--- config.mk ---
export PLATFORM = sky130hd
export DESIGN_NAME = atomik_edge_sensor_imu_fusion_flat
export DESIGN_NICKNAME = d
export VERILOG_FILES = /design/src/rtl/atomik_pkg.sv /design/src/rtl/atomik_edge_sensor_imu_fusion_if.sv /design/src/rtl/atomik_delta_acc.sv /design/src/rtl/atomik_edge_sensor_imu_fusion.sv /design/src/flat_wrapper.sv
export SDC_FILE = /design/constraint.sdc
export NUM_CORES = 1
export LEC_CHECK = 0
export ABC_AREA = 1
export CAP_MARGIN = 0
export CORE_UTILIZATION = 53
export DETAILED_ROUTE_END_ITERATION = 10
export MAX_ROUTING_LAYER = met4
export PLACE_DENSITY = 0.84
export SLEW_MARGIN = 0
export SYNTH_ARGS = -nofsm -noshare
export SYNTH_HDL_FRONTEND = slang
export SYNTH_SLANG_ARGS = --single-unit
--- constraint.sdc ---
create_clock -name clk -period 1.2 [get_ports clk]
set_clock_uncertainty 0.2 [all_clocks]
set_input_delay 0.12 -clock clk [delete_from_list [all_inputs] [get_ports clk]]
set_output_delay 0.12 -clock clk [all_outputs]
set_load 0.1 [all_outputs]
--- src/rtl/atomik_pkg.sv ---
// Shared constants and enable-priority encoding for the XOR-delta state register.
package atomik_pkg;

  localparam int DEFAULT_DATA_WIDTH = 64;

  typedef enum logic [1:0] {
    OP_NONE     = 2'd0,
    OP_ROLLBACK = 2'd1,
    OP_LOAD     = 2'd2,
    OP_ACCUM    = 2'd3
  } op_e;

  // Accumulator priority: rollback beats load, load beats accumulate.
  function automatic op_e decode_op(input logic rollback_en, input logic load_en,
                                    input logic accumulate_en);
    if (rollback_en)        return OP_ROLLBACK;
    else if (load_en)       return OP_LOAD;
    else if (accumulate_en) return OP_ACCUM;
    else                    return OP_NONE;
  endfunction

endpackage

--- src/rtl/atomik_edge_sensor_imu_fusion_if.sv ---
// Command/data bundle between the IMU sample front-end (master) and the state register (slave).
interface atomik_edge_sensor_imu_fusion_if
  import atomik_pkg::*;
#(
  parameter int DATA_WIDTH = DEFAULT_DATA_WIDTH
);

  // Each enable is a single-cycle command acted on at the rising edge where it is high;
  // there is no back-pressure, so the slave accepts every command in the cycle it is presented.
  logic                  load_en;
  logic                  accumulate_en;
  logic                  read_en;
  logic                  rollback_en;
  logic [DATA_WIDTH-1:0] data_in;
  logic [DATA_WIDTH-1:0] data_out;
  logic                  accumulator_zero;

  modport master (
    output load_en, accumulate_en, read_en, rollback_en, data_in,
    input  data_out, accumulator_zero
  );

  modport slave (
    input  load_en, accumulate_en, read_en, rollback_en, data_in,
    output data_out, accumulator_zero
  );

endinterface

--- src/rtl/atomik_delta_acc.sv ---
// Delta accumulator: XOR-folds sensor deltas, clears on load/rollback, flags an all-zero value.
module atomik_delta_acc
  import atomik_pkg::*;
#(
  parameter int DATA_WIDTH = DEFAULT_DATA_WIDTH
) (
  input  logic                  clk,
  input  logic                  rst,
  input  op_e                   op,
  input  logic [DATA_WIDTH-1:0] delta,
  output logic [DATA_WIDTH-1:0] acc,
  output logic                  acc_zero
);

  logic [DATA_WIDTH-1:0] acc_q;
  logic [DATA_WIDTH-1:0] acc_d;

  always_comb begin
    acc_d = acc_q;
    unique case (op)
      OP_ROLLBACK, OP_LOAD: acc_d = '0;
      OP_ACCUM:             acc_d = acc_q ^ delta;
      default:              acc_d = acc_q;
    endcase
  end

  always_ff @(posedge clk) begin
    if (rst) acc_q <= '0;
    else     acc_q <= acc_d;
  end

  assign acc      = acc_q;
  assign acc_zero = (acc_q == '0);

endmodule

--- src/rtl/atomik_edge_sensor_imu_fusion.sv ---
// XOR-delta state register: base register, delta accumulator and registered reconstruction read.
module atomik_edge_sensor_imu_fusion
  import atomik_pkg::*;
#(
  parameter int DATA_WIDTH = DEFAULT_DATA_WIDTH
) (
  input  logic                            clk,
  input  logic                            rst,
  atomik_edge_sensor_imu_fusion_if.slave  bus
);

  op_e                   op;
  logic [DATA_WIDTH-1:0] acc;
  logic                  acc_zero;
  logic [DATA_WIDTH-1:0] base_q;
  logic [DATA_WIDTH-1:0] base_d;
  logic [DATA_WIDTH-1:0] data_out_q;
  logic [DATA_WIDTH-1:0] data_out_d;

  always_comb begin
    op = decode_op(bus.rollback_en, bus.load_en, bus.accumulate_en);
  end

  atomik_delta_acc #(
    .DATA_WIDTH(DATA_WIDTH)
  ) u_acc (
    .clk      (clk),
    .rst      (rst),
    .op       (op),
    .delta    (bus.data_in),
    .acc      (acc),
    .acc_zero (acc_zero)
  );

  // Base follows load_en directly: a rollback in the same cycle still lets the load land.
  // The read samples pre-edge base/accumulator, so same-cycle updates show on the next read.
  always_comb begin
    base_d     = bus.load_en ? bus.data_in : base_q;
    data_out_d = bus.read_en ? (base_q ^ acc) : data_out_q;
  end

  always_ff @(posedge clk) begin
    if (rst) begin
      base_q     <= '0;
      data_out_q <= '0;
    end else begin
      base_q     <= base_d;
      data_out_q <= data_out_d;
    end
  end

  assign bus.data_out         = data_out_q;
  assign bus.accumulator_zero = acc_zero;

endmodule

--- src/flat_wrapper.sv ---
// flat-port wrapper written by rule: the top's interface ports become plain ports
module atomik_edge_sensor_imu_fusion_flat import atomik_pkg::*;
#(
  parameter int DATA_WIDTH = DEFAULT_DATA_WIDTH
)
  (clk, rst, bus_load_en, bus_accumulate_en, bus_read_en, bus_rollback_en, bus_data_in, bus_data_out, bus_accumulator_zero);
  atomik_edge_sensor_imu_fusion_if #(.DATA_WIDTH(DATA_WIDTH)) bus_i ();
  input  logic clk;
  input  logic rst;
  input wire logic [$bits(bus_i.load_en)-1:0] bus_load_en;
  input wire logic [$bits(bus_i.accumulate_en)-1:0] bus_accumulate_en;
  input wire logic [$bits(bus_i.read_en)-1:0] bus_read_en;
  input wire logic [$bits(bus_i.rollback_en)-1:0] bus_rollback_en;
  input wire logic [$bits(bus_i.data_in)-1:0] bus_data_in;
  output wire logic [$bits(bus_i.data_out)-1:0] bus_data_out;
  output wire logic [$bits(bus_i.accumulator_zero)-1:0] bus_accumulator_zero;
  assign bus_i.load_en = bus_load_en;
  assign bus_i.accumulate_en = bus_accumulate_en;
  assign bus_i.read_en = bus_read_en;
  assign bus_i.rollback_en = bus_rollback_en;
  assign bus_i.data_in = bus_data_in;
  assign bus_data_out = bus_i.data_out;
  assign bus_accumulator_zero = bus_i.accumulator_zero;
  atomik_edge_sensor_imu_fusion #(.DATA_WIDTH(DATA_WIDTH)) u_core (.clk(clk), .rst(rst), .bus(bus_i));
endmodule
# Word-level counts from Yosys, hierarchy flattened

Index checks and enable logic that the tools add are counted.

Equal/unequal tests: 3
Mux-type cells: 4
Bitwise gates (word level): 2
Reduce and logical (&&, ||, !) cells: 3

Operators with widths:

| cell                 | count |
|---|---|
| $pmux W64 S2         | 1 |
| $xor A64 B64 Y64     | 2 |
| $logic_not A64 Y1    | 1 |
| $mux W2              | 3 |
| $eq A2 B2 Y1 const B | 2 |
| $eq A2 B1 Y1 const B | 1 |
| $reduce_bool A2 Y1   | 1 |
| $reduce_or A2 Y1     | 1 |

Flip-flop bits (word level): 192
Input bits: 70
Output and inout port bits: 65

# Longest topological paths before layout

Gate-level depths: netlist (run 1).

Depth after elaboration: 6
Mapped depth: 8
Depth with buffers taken out: 7

# Cells and area by module

A second synthesis (run 1) with hierarchy kept.

Cells, all modules: 1408
Area, all modules: 9059.9 µm²

By module, submodules not included:

| module                        | times used | cells each | area an instance (µm²) | seq. area each (µm²) |
|---|---|---|---|---|
| atomik_edge_sensor_imu_fusion | 1          | 942        | 5950.7                 | 2562.5 |
| atomik_delta_acc              | 1          | 466        | 3109.2                 | 1281.2 |

# Least setup slack after synthesis (run 1)

OpenSTA, ideal clock, no wires.

Path kind: register to output
Start: register u_core.u_acc.acc_q[23], in the netlist u_core.u_acc.acc[23]
End: output port bus_accumulator_zero
Data arrival time: 1980 ps
Data required time: 880 ps
Slack: -1100 ps
Cell stages (with the launch flop): 8
Buffers on the path: 0
Path through: dfxtp_1 -> inv_1 -> nand2_1 -> nor2_1 -> nand2_1 -> nor2_1 -> nand2_1 -> nor2_1

Longest elaborated chain between the ends: 1

RTL lines:

| item                   | line                   | source |
|---|---|---|
| start, declared        | atomik_delta_acc.sv:15 | `logic [DATA_WIDTH-1:0] acc_q;` |
| start signal, assigned | atomik_delta_acc.sv:28 | `if (rst) acc_q <= '0;` |
| start signal, assigned | atomik_delta_acc.sv:29 | `else acc_q <= acc_d;` |
| $logic_not A64 Y1      | atomik_delta_acc.sv:33 | `assign acc_zero = (acc_q == '0);` |
| end, declared          | flat_wrapper.sv:16     | `output wire logic [$bits(bus_i.accumulator_zero)-1:0] bus_accumulator_zero;` |

Every way passes these cells.

# Worst setup path in the final report (run 1)

Start: register u_core.u_acc.acc_q[52], in the netlist u_core.u_acc.acc[52]
End: output port bus_accumulator_zero

Same word-level chain as after synthesis.

==> results of run 1 <==
## critical path, stage by stage (launching register included)
cell and delay (ns):
dfxtp_1 0.32, inv_2 0.05, nand2_1 0.05, nor2_1 0.13, nand2_1 0.10, nor2_2 0.17, nand2_2 0.09, nor2_4 0.11
buf_12 0.18
## power groups by stage
stage / Clock [mW] / Sequential [mW] / Combinational (mW)
2_1_floorplan: 0 / 8.05 / 0.968
3_3_place_gp: 0 / 7.10 / 3.22
3_5_place_dp: 0 / 7.12 / 3.29
4_1_cts: 5.97 / 6.98 / 3.40
5_1_grt: 6.27 / 7.01 / 3.64
6_report: 6.02 / 6.99 / 3.47
## cells in the mapped netlist
library cell | count | share of area (%)
a21oi_2 | 23 | 2.5
buf_2 | 24 | 1.5
nand2_2 | 1 | 0.076
inv_1 | 124 | 5.7
and3_1 | 1 | 0.076
buf_4 | 3 | 0.27
buf_12 | 3 | 0.73
nand2_1 | 191 | 8.7
nand4_1 | 4 | 0.30
nor2_1 | 182 | 8.3
or2_2 | 1 | 0.076
buf_8 | 1 | 0.18
clkbuf_1 | 20 | 0.91
nor3_1 | 15 | 0.91
inv_4 | 1 | 0.076
a21oi_1 | 98 | 6.0
nand3_2 | 1 | 0.12
o21ai_2 | 30 | 3.2
clkinv_1 | 1 | 0.046
buf_1 | 2 | 0.091
o21ai_1 | 3 | 0.18
xor2_1 | 64 | 6.8
and2_1 | 1 | 0.076
inv_2 | 2 | 0.091
buf_6 | 2 | 0.27
o21ai_0 | 86 | 5.2
a211oi_1 | 7 | 0.64
dfxtp_1 | 192 | 47
nor2_4 | 1 | 0.14
## layout make-up
class                           instances  share of cell area [%]
Inverter                              128                    4.02
Tap cell                              188                    1.95
Multi-Input combinational cell        709                    30.0
Timing Repair Buffer                  262                    26.2
Sequential cell                       192                    32.7
Clock inverter                         15                    1.60
Clock buffer                           17                    3.52
## how the worst min path moves through the flow
stage | endpoint | cells after the start | slack (ns)
floorplan | u_core.base_q[63]$_SDFFE_PP0P_ | 2 | 0.06
global placement | u_core.base_q[54]$_SDFFE_PP0P_ | 2 | 0.25
detailed placement | u_core.base_q[63]$_SDFFE_PP0P_ | 2 | 0.26
CTS | u_core.base_q[5]$_SDFFE_PP0P_ | 3 | -0.07
global route | u_core.base_q[5]$_SDFFE_PP0P_ | 3 | -0.06
finish | u_core.base_q[5]$_SDFFE_PP0P_ | 3 | -0.08
## sequential cells by signal, indices dropped and copies added, names as in the netlist
| signal | cells |
|---|---|
| u_core.bus.data_out | 64 |
| u_core.u_acc.acc | 64 |
| u_core.base_q | 64 |
## logic make-up (layout without fill, tap and decap cells)
| kind of cell | Yosys count | in the layout | synth area share (%) |
|---|---|---|---|
| xor gates and xnor gates | 64 | 64 | 6.83 |
| and+or+nand+nor | 398 | 398 | 18.8 |
| DFF | 192 | 192 | 46.8 |
| AOI/OAI and AO/OA | 247 | 247 | 17.7 |
| buffers and inverters | 183 | 422 | 9.82 |
## per-layer routing
layer,vias up,wire length (µm)
met4,0,832
met1,3838,9690
met5,-,0
met3,86,1580
met2,382,12500
li1,3849,-
## repair_timing
action,4_1_cts,5_1_grt
resized for setup,39,34
buffers inserted,16,5
pin swaps,11,12
setup endpoints to repair,92,85
hold endpoints to repair,41,26
cloned,2,0
## metrics by stage
step                util [%]  hold WS (ns)  std cells  area (µm²)
detailed placement      73.7         0.261       1460       11200
floorplan                  -        0.0605       1084        8300
finish                  79.8       -0.0815       1511       12100
CTS                     79.4       -0.0707       1510       12000
global placement        73.7         0.254       1460       11200
global route            79.8       -0.0606       1511       12100
==> results.py, run 1 <==
metrics = {
    "power": {
        "swShare_pct": 29.9,
        "seq_power_share_pct": 42.4,
        "intPower_mw": 11.5,
        "switching_power_mw": 4.93,
        "p_leak_nw": 5.64,
        "combPwrFrac_pct": 21.0,
        "ir_drop_mv": 1.17,
        "p_per_area_nw_per_um2": 1360,
        "clock_power_share_pct": 36.6,
        "total_power_mw": 16.5,
    },
    "yosys": {
        "ys_ff_latch": 192,
        "yosysWarnings": 0,
        "syn_inst": 1084,
        "syn_area_per_cell_um2": 7.57,
        "synth_area_um2": 8210,
        "synth_cell_types": 29,
        "syn-num-nets": 1154,
        "yosysSeqAreaShare_pct": 46.8,
    },
    "sta": {
        "setup_viol": 68,
        "worstMarginPinSlew_ns": 0.320,
        "fin_ws_ns": -0.774,
        "tns_ns": -7.09,
        "whs_ns": -0.0815,
        "fin_crit_ns": 1.97,
        "slew_violations": 0,
        "rsz0062_at_grt": "true",
        "min_period_over_period_pct": 164,
        "slew_headroom_pct": 78.6,
        "hold_viol_final": 31,
        "fmax_mhz": 507,
    },
    "worst_setup_path": {
        "crit_path_max_fanout": 2,
        "regToRegStartpoint": "u_core.u_acc.acc[11]$_SDFFE_PP0P_",
        "end_kind": "output port",
        "cp.required_ns": 0.88,
        "r2r_slack_ns": 0.01,
        "rr_endpoint": "u_core.u_acc.acc[11]$_SDFFE_PP0P_",
        "start_kind": "flip-flop",
        "crit_path_end": "bus_accumulator_zero",
        "r2r_cells": 4,
        "path_class": "reg2out",
        "startpoint": "u_core.u_acc.acc[52]$_SDFFE_PP0P_",
        "critPathArrivalTime_ns": 1.65,
    },
    "detailed_routing": {
        "post_drt_wl_per_cell_um": 16.3,
        "vias": 8155,
        "drtIter0Drc": 694,
        "drtAntennaViolNets": 0,
        "drcViolationCount": 0,
        "wl_mm": 24.6,
        "dr.pass1.iters": 5,
        "viasPerCell": 5.40,
    },
    "die": {
        "pin_count": 135,
        "die_area_um2": 16000,
        "dieHeight_um": 126,
        "rows": 45,
        "core_um2": 15100,
        "die_x_um": 126,
        "initial_core_util_pct": 54.2,
    },
    "global_route": {
        "grt_pass1_wl_mm": 38.9,
        "use_met3_pct": 6.07,
        "grt-ovfl-total": 0,
        "grt_max_degree": 46,
        "use_met2_pct": 54.6,
        "globalRouteMet1Util_pct": 35.4,
        "grt.busiest_layer": "met2",
        "antenna_found_initial": 0,
        "grt_pass1_vias": 8124,
        "gr-usage-all-layers_pct": 31.9,
    },
    "clock_tree": {
        "path_clk_slew_ns": 0.07,
        "numClockSinks": 192,
        "cts_made_buffers": 17,
        "cts_tree": "done",
        "clock_latency_ns": 0.44,
        "root_buffer": "clkbuf_16",
        "htree_num_levels": 4,
        "cts_buffer_depth": 2,
    },
    "cells_and_area": {
        "fill_cells": 884,
        "diodes": 0,
        "layout-drive-gt1-share_pct": 29.9,
        "final_common_cell": "nand2_1",
        "multi_input_area_um2": 3620,
        "final_nets": 1380,
        "final_cell_mix": "189 x nand2_1, 175 x nor2_1, 117 x dfxtp_1",
        "areaGrowthSynthToFinish_pct": 47.2,
        "seqCellArea_um2": 3950,
    },
    "placement": {
        "dp_hpwl_mm": 14.9,
        "preCtsSetupSlack_ns": -0.535,
        "gp_congestion": 0.803,
        "io_buffers": 134,
    },
    "min_path": {
        "worstHoldStart": "rst",
        "hold_class": "in2reg",
    },
    "status": {
        "violations": "hold timing, setup timing",
        "status": "complete, but fails checks",
    },
    "run": {
        "drv_cap": 0,
    },
}
Note: power is estimated with default switching activity, not from simulation.
==> run 2: changes to the inputs <==
--- a/config.mk
+++ b/config.mk
@@ -10,7 +10,7 @@
 export CORE_UTILIZATION = 53
 export DETAILED_ROUTE_END_ITERATION = 10
 export MAX_ROUTING_LAYER = met4
-export PLACE_DENSITY = 0.84
+export PLACE_DENSITY = 0.81
 export SLEW_MARGIN = 0
 export SYNTH_ARGS = -nofsm -noshare
 export SYNTH_HDL_FRONTEND = slang
==> results.py, run 2 (synthesized netlist as in run 1, its figures left out) <==
metrics = {
    "clock_tree": {
        "path_clk_slew_ns": 0.07,
        "numClockSinks": 192,
        "root_buffer": "clkbuf_16",
        "htree_num_levels": 4,
        "cts_tree": "done",
        "clock_latency_ns": 0.43,
        "cts_made_buffers": 17,
        "cts_buffer_depth": 2,
    },
    "detailed_routing": {
        "viasPerCell": 5.35,
        "drtAntennaViolNets": 0,
        "drcViolationCount": 0,
        "wl_mm": 24.4,
        "vias": 8052,
        "dr.pass1.iters": 8,
        "drtIter0Drc": 757,
        "post_drt_wl_per_cell_um": 16.2,
    },
    "sta": {
        "setup_viol": 67,
        "fin_ws_ns": -0.802,
        "worstMarginPinSlew_ns": 0.306,
        "whs_ns": -0.0370,
        "slew_violations": 0,
        "rsz0062_at_grt": "true",
        "hold_viol_final": 7,
        "fmax_mhz": 499,
        "tns_ns": -6.42,
        "slew_headroom_pct": 79.6,
        "fin_crit_ns": 2.00,
        "min_period_over_period_pct": 167,
    },
    "min_path": {
        "hold_class": "in2reg",
    },
    "power": {
        "total_power_mw": 16.1,
        "ir_drop_mv": 1.06,
        "p_leak_nw": 5.64,
        "p_per_area_nw_per_um2": 1330,
    },
    "global_route": {
        "grt_pass1_wl_mm": 37.8,
        "grt-ovfl-total": 0,
        "gr-usage-all-layers_pct": 30.8,
        "antenna_found_initial": 0,
        "grt_pass1_vias": 7984,
        "grt_max_degree": 48,
    },
    "placement": {
        "gp_congestion": 0.793,
        "dp_hpwl_mm": 14.4,
        "io_buffers": 134,
    },
    "worst_setup_path": {
        "start_kind": "flip-flop",
        "path_class": "reg2out",
        "crit_path_max_fanout": 3,
        "critPathArrivalTime_ns": 1.68,
        "cp.required_ns": 0.88,
        "end_kind": "output port",
    },
    "cells_and_area": {
        "final_nets": 1373,
        "layout-drive-gt1-share_pct": 29.6,
        "final_cell_mix": "186 x nand2_1, 175 x nor2_1, 119 x dfxtp_1",
        "areaGrowthSynthToFinish_pct": 48.1,
        "diodes": 0,
        "final_common_cell": "nand2_1",
    },
    "die": {
        "die_x_um": 126,
        "dieHeight_um": 126,
        "core_um2": 15100,
        "pin_count": 135,
        "initial_core_util_pct": 54.2,
        "die_area_um2": 16000,
        "rows": 45,
    },
    "status": {
        "violations": "hold timing, setup timing",
        "status": "complete, but fails checks",
    },
    "run": {
        "drv_cap": 0,
    },
}
run 2: changes by cell type in the layout (fill, tap and decap cells not counted), moves of 6 or more:
cell / previous run / this run
nor3_1: 11 / 4
o21ai_0: 66 / 76
buf_12: 78 / 88
nor3_2: 3 / 9
buf_4: 109 / 92
o21ai_1: 22 / 13
run 2: worst paths after layout:
check,startpoint,to,slack [ns],depth (start not counted)
max,u_core.u_acc.acc[54]$_SDFFE_PP0P_,bus_accumulator_zero,-0.80,8
min,bus_accumulate_en,u_core.u_acc.acc[61]$_SDFFE_PP0P_,-0.04,4
max reg2reg,u_core.u_acc.acc[59]$_SDFFE_PP0P_,u_core.u_acc.acc[59]$_SDFFE_PP0P_,-0.06,5
min reg2reg,u_core.base_q[29]$_SDFFE_PP0P_,u_core.base_q[29]$_SDFFE_PP0P_,0.27,2
run 2: what timing repair did:
action	in CTS	in global routing
buffers inserted	3	6
endpoints found under the hold margin	47	6
gates resized for setup	35	33
setup endpoints to repair	68	180
pin swaps	8	9
cloned	1	2
hold buffers	3	1
run 2: worst max-delay path: stages (launching register included):
cell and delay (ns):
dfxtp_2 0.33, inv_2 0.07, nand2_2 0.06, nor2_2 0.12, nand2_1 0.09, nor2_2 0.18, nand2_2 0.09, nor2_4 0.11
buf_12 0.19
run 2: metrics by stage:
stage          setup WS (ns)  cell area [µm²]  std cells  util (%)
2_1_floorplan         -0.318             8300       1084         -
3_3_place_gp          -0.375            11200       1457      74.2
3_5_place_dp          -0.446            11200       1457      74.2
4_1_cts               -0.741            12000       1496      79.1
5_1_grt               -0.845            12200       1504      80.3
6_report              -0.802            12200       1504      80.3
run 2: power breakdown:
part	internal [mW]	switching, mW	total (mW)	leakage (nW)
Combinational	1.38	2.12	3.50	3.76
Clock	3.12	2.52	5.64	0.282
Sequential	6.71	0.271	6.98	1.60
Total	11.2	4.91	16.1	5.64
run 2: routing by layer:
metal / track usage (%) / part of all wire (%) / wire length (µm)
met1: 35.5 / 41 / 9960
met2: 51.5 / 50 / 12100
met3: 5.40 / 6.3 / 1530
met4: 15.7 / 3.0 / 741
met5: - / 0 / 0
run 2: final cells by class:
class                           count  area [µm²]
Clock buffer                       18         439
Clock inverter                     14         139
Fill cell                         872        2990
Inverter                          128         490
Multi-Input combinational cell    709        3660
Sequential cell                   192        3950
Tap cell                          188         235
Timing Repair Buffer              255        3240
==> run 3: changes to the inputs <==
--- a/config.mk
+++ b/config.mk
@@ -6,11 +6,14 @@
 export NUM_CORES = 1
 export LEC_CHECK = 0
 export ABC_AREA = 1
+export ABC_CLOCK_PERIOD_IN_PS = 2300
 export CAP_MARGIN = 0
-export CORE_UTILIZATION = 53
+export CELL_PAD_IN_SITES_DETAIL_PLACEMENT = 1
+export CELL_PAD_IN_SITES_GLOBAL_PLACEMENT = 1
+export CORE_UTILIZATION = 39
 export DETAILED_ROUTE_END_ITERATION = 10
 export MAX_ROUTING_LAYER = met4
-export PLACE_DENSITY = 0.81
+export PLACE_DENSITY = 0.82
 export SLEW_MARGIN = 0
 export SYNTH_ARGS = -nofsm -noshare
 export SYNTH_HDL_FRONTEND = slang
==> constraint.sdc (replaced) <==
create_clock -name clk -period 2.3 [get_ports clk]
set_clock_uncertainty 0.2 [all_clocks]
set_input_delay 0.23 -clock clk [delete_from_list [all_inputs] [get_ports clk]]
set_output_delay 0.23 -clock clk [all_outputs]
set_load 0.1 [all_outputs]
==> results.py, run 3 (synthesized netlist as in run 1, its figures left out) <==
metrics = {
    "global_route": {
        "grt_pass1_wl_mm": 38.2,
        "use_met2_pct": 40.1,
        "grt_pass1_vias": 7642,
        "antenna_found_initial": 0,
        "globalRouteMet1Util_pct": 27.1,
        "grt-ovfl-total": 0,
        "grt.busiest_layer": "met2",
        "grt_max_degree": 72,
        "use_met3_pct": 3.04,
        "gr-usage-all-layers_pct": 22.8,
    },
    "clock_tree": {
        "numClockSinks": 192,
        "htree_num_levels": 4,
        "postCtsSetupBuffers": 0,
        "path_clk_slew_ns": 0.07,
        "cts_tree": "done",
        "clock_latency_ns": 0.43,
        "root_buffer": "clkbuf_16",
        "cts_buffer_depth": 2,
        "cts_made_buffers": 17,
    },
    "cells_and_area": {
        "areaGrowthSynthToFinish_pct": 23.2,
        "final_common_cell": "dfxtp_1",
        "stdcell_area_um2": 10100,
        "layout-drive-gt1-share_pct": 14.6,
        "fill_cells": 2568,
        "final_nets": 1265,
        "final_cell_mix": "192 x dfxtp_1, 191 x nand2_1, 180 x nor2_1",
        "diodes": 0,
        "multi_input_area_um2": 3560,
        "seqCellArea_um2": 3840,
    },
    "worst_setup_path": {
        "cp.required_ns": 1.87,
        "end_kind": "output port",
        "start_kind": "flip-flop",
        "crit_path_max_fanout": 3,
        "critPathArrivalTime_ns": 1.75,
        "path_class": "reg2out",
    },
    "detailed_routing": {
        "dr.pass1.iters": 4,
        "post_drt_wl_per_cell_um": 15.6,
        "drcViolationCount": 0,
        "viasPerCell": 4.95,
        "vias": 7322,
        "drtIter0Drc": 298,
        "wl_mm": 23.0,
        "drtAntennaViolNets": 0,
    },
    "sta": {
        "worstMarginPinSlew_ns": 0.875,
        "slew_headroom_pct": 41.7,
        "rsz0062_at_grt": "false",
        "min_period_over_period_pct": 94.8,
        "tns_ns": 0,
        "fmax_mhz": 459,
        "fin_crit_ns": 2.18,
        "slew_violations": 0,
        "setup_viol": 0,
        "hold_viol_final": 0,
    },
    "placement": {
        "io_buffers": 134,
        "postPlaceCellArea_um2": 9530,
        "gp_congestion": 0.739,
        "dp_hpwl_mm": 15.0,
    },
    "die": {
        "pin_count": 135,
        "dieHeight_um": 147,
        "initial_core_util_pct": 40.2,
        "core_um2": 20400,
        "die_area_um2": 21600,
        "die_x_um": 147,
        "rows": 52,
    },
    "power": {
        "p_per_area_nw_per_um2": 786,
        "p_leak_nw": 4.70,
        "ir_drop_mv": 0.524,
    },
    "status": {
        "status": "complete, no violations",
    },
    "min_path": {
        "hold_class": "in2reg",
    },
    "run": {
        "drv_cap": 0,
    },
}
==> run 3: stage by stage <==
stage	setup slack (ns)	std cells	power [mW]	hold WS, ns	utilization, %
6_report	0.119	1478	7.95	0.0227	49.5
3_5_place_dp	0.365	1445	5.12	0.266	46.6
2_1_floorplan	0.356	1084	4.68	0.170	-
3_3_place_gp	0.430	1445	5.08	0.259	46.6
4_1_cts	0.0717	1478	8.03	0.00763	49.5
5_1_grt	0.0162	1478	8.29	0.0292	49.5
==> run 3: worst paths after layout <==
path                                startpoint                                    to  slack (ns)  cells after the start
min reg2reg      u_core.base_q[1]$_SDFFE_PP0P_         u_core.base_q[1]$_SDFFE_PP0P_        0.28                      2
max reg2reg  u_core.u_acc.acc[12]$_SDFFE_PP0P_  u_core.bus.data_out[12]$_SDFFE_PP0P_        1.20                      3
max          u_core.u_acc.acc[53]$_SDFFE_PP0P_                  bus_accumulator_zero        0.12                      8
min                                        rst         u_core.base_q[0]$_SDFFE_PP0P_        0.02                      2
==> run 3: layout make-up <==
class / count / share of cell area, %
clock buffer: 18 / 4.34
clock inverter: 14 / 1.32
inverter: 128 / 4.78
multi-input combinational: 709 / 35.2
sequential: 192 / 38.0
tap: 270 / 3.34
timing repair buffer: 147 / 13.0
==> run 3: worst max-delay path: stages, from the launching register on <==
cell	delay, ns
dfxtp_1	0.32
inv_1	0.10
nand2_1	0.07
nor2_1	0.13
nand2_1	0.08
nor2_2	0.12
nand2_1	0.12
nor2_2	0.17
buf_12	0.19
==> run 3: routing by layer <==
layer	up-vias	part of all wire, %	wire length [µm]
met5	-	0	0
met4	0	1.3	308
met3	21	2.6	599
met2	113	51	11800
met1	3580	45	10300
li1	3608	-	-
==> run 3: where the power goes <==
| group | leakage [nW] | total, mW | internal (mW) | switching (mW) |
|---|---|---|---|---|
| registers | 1.58 | 3.60 | 3.49 | 0.113 |
| logic | 2.85 | 1.44 | 0.412 | 1.03 |
| clock network | 0.271 | 2.91 | 1.54 | 1.36 |
==> run 3: what timing repair did <==
item,in CTS,in global routing
hold buffers,1,0
endpoints found under the hold margin,4,0
setup endpoints to repair,0,1
gates resized for setup,0,1
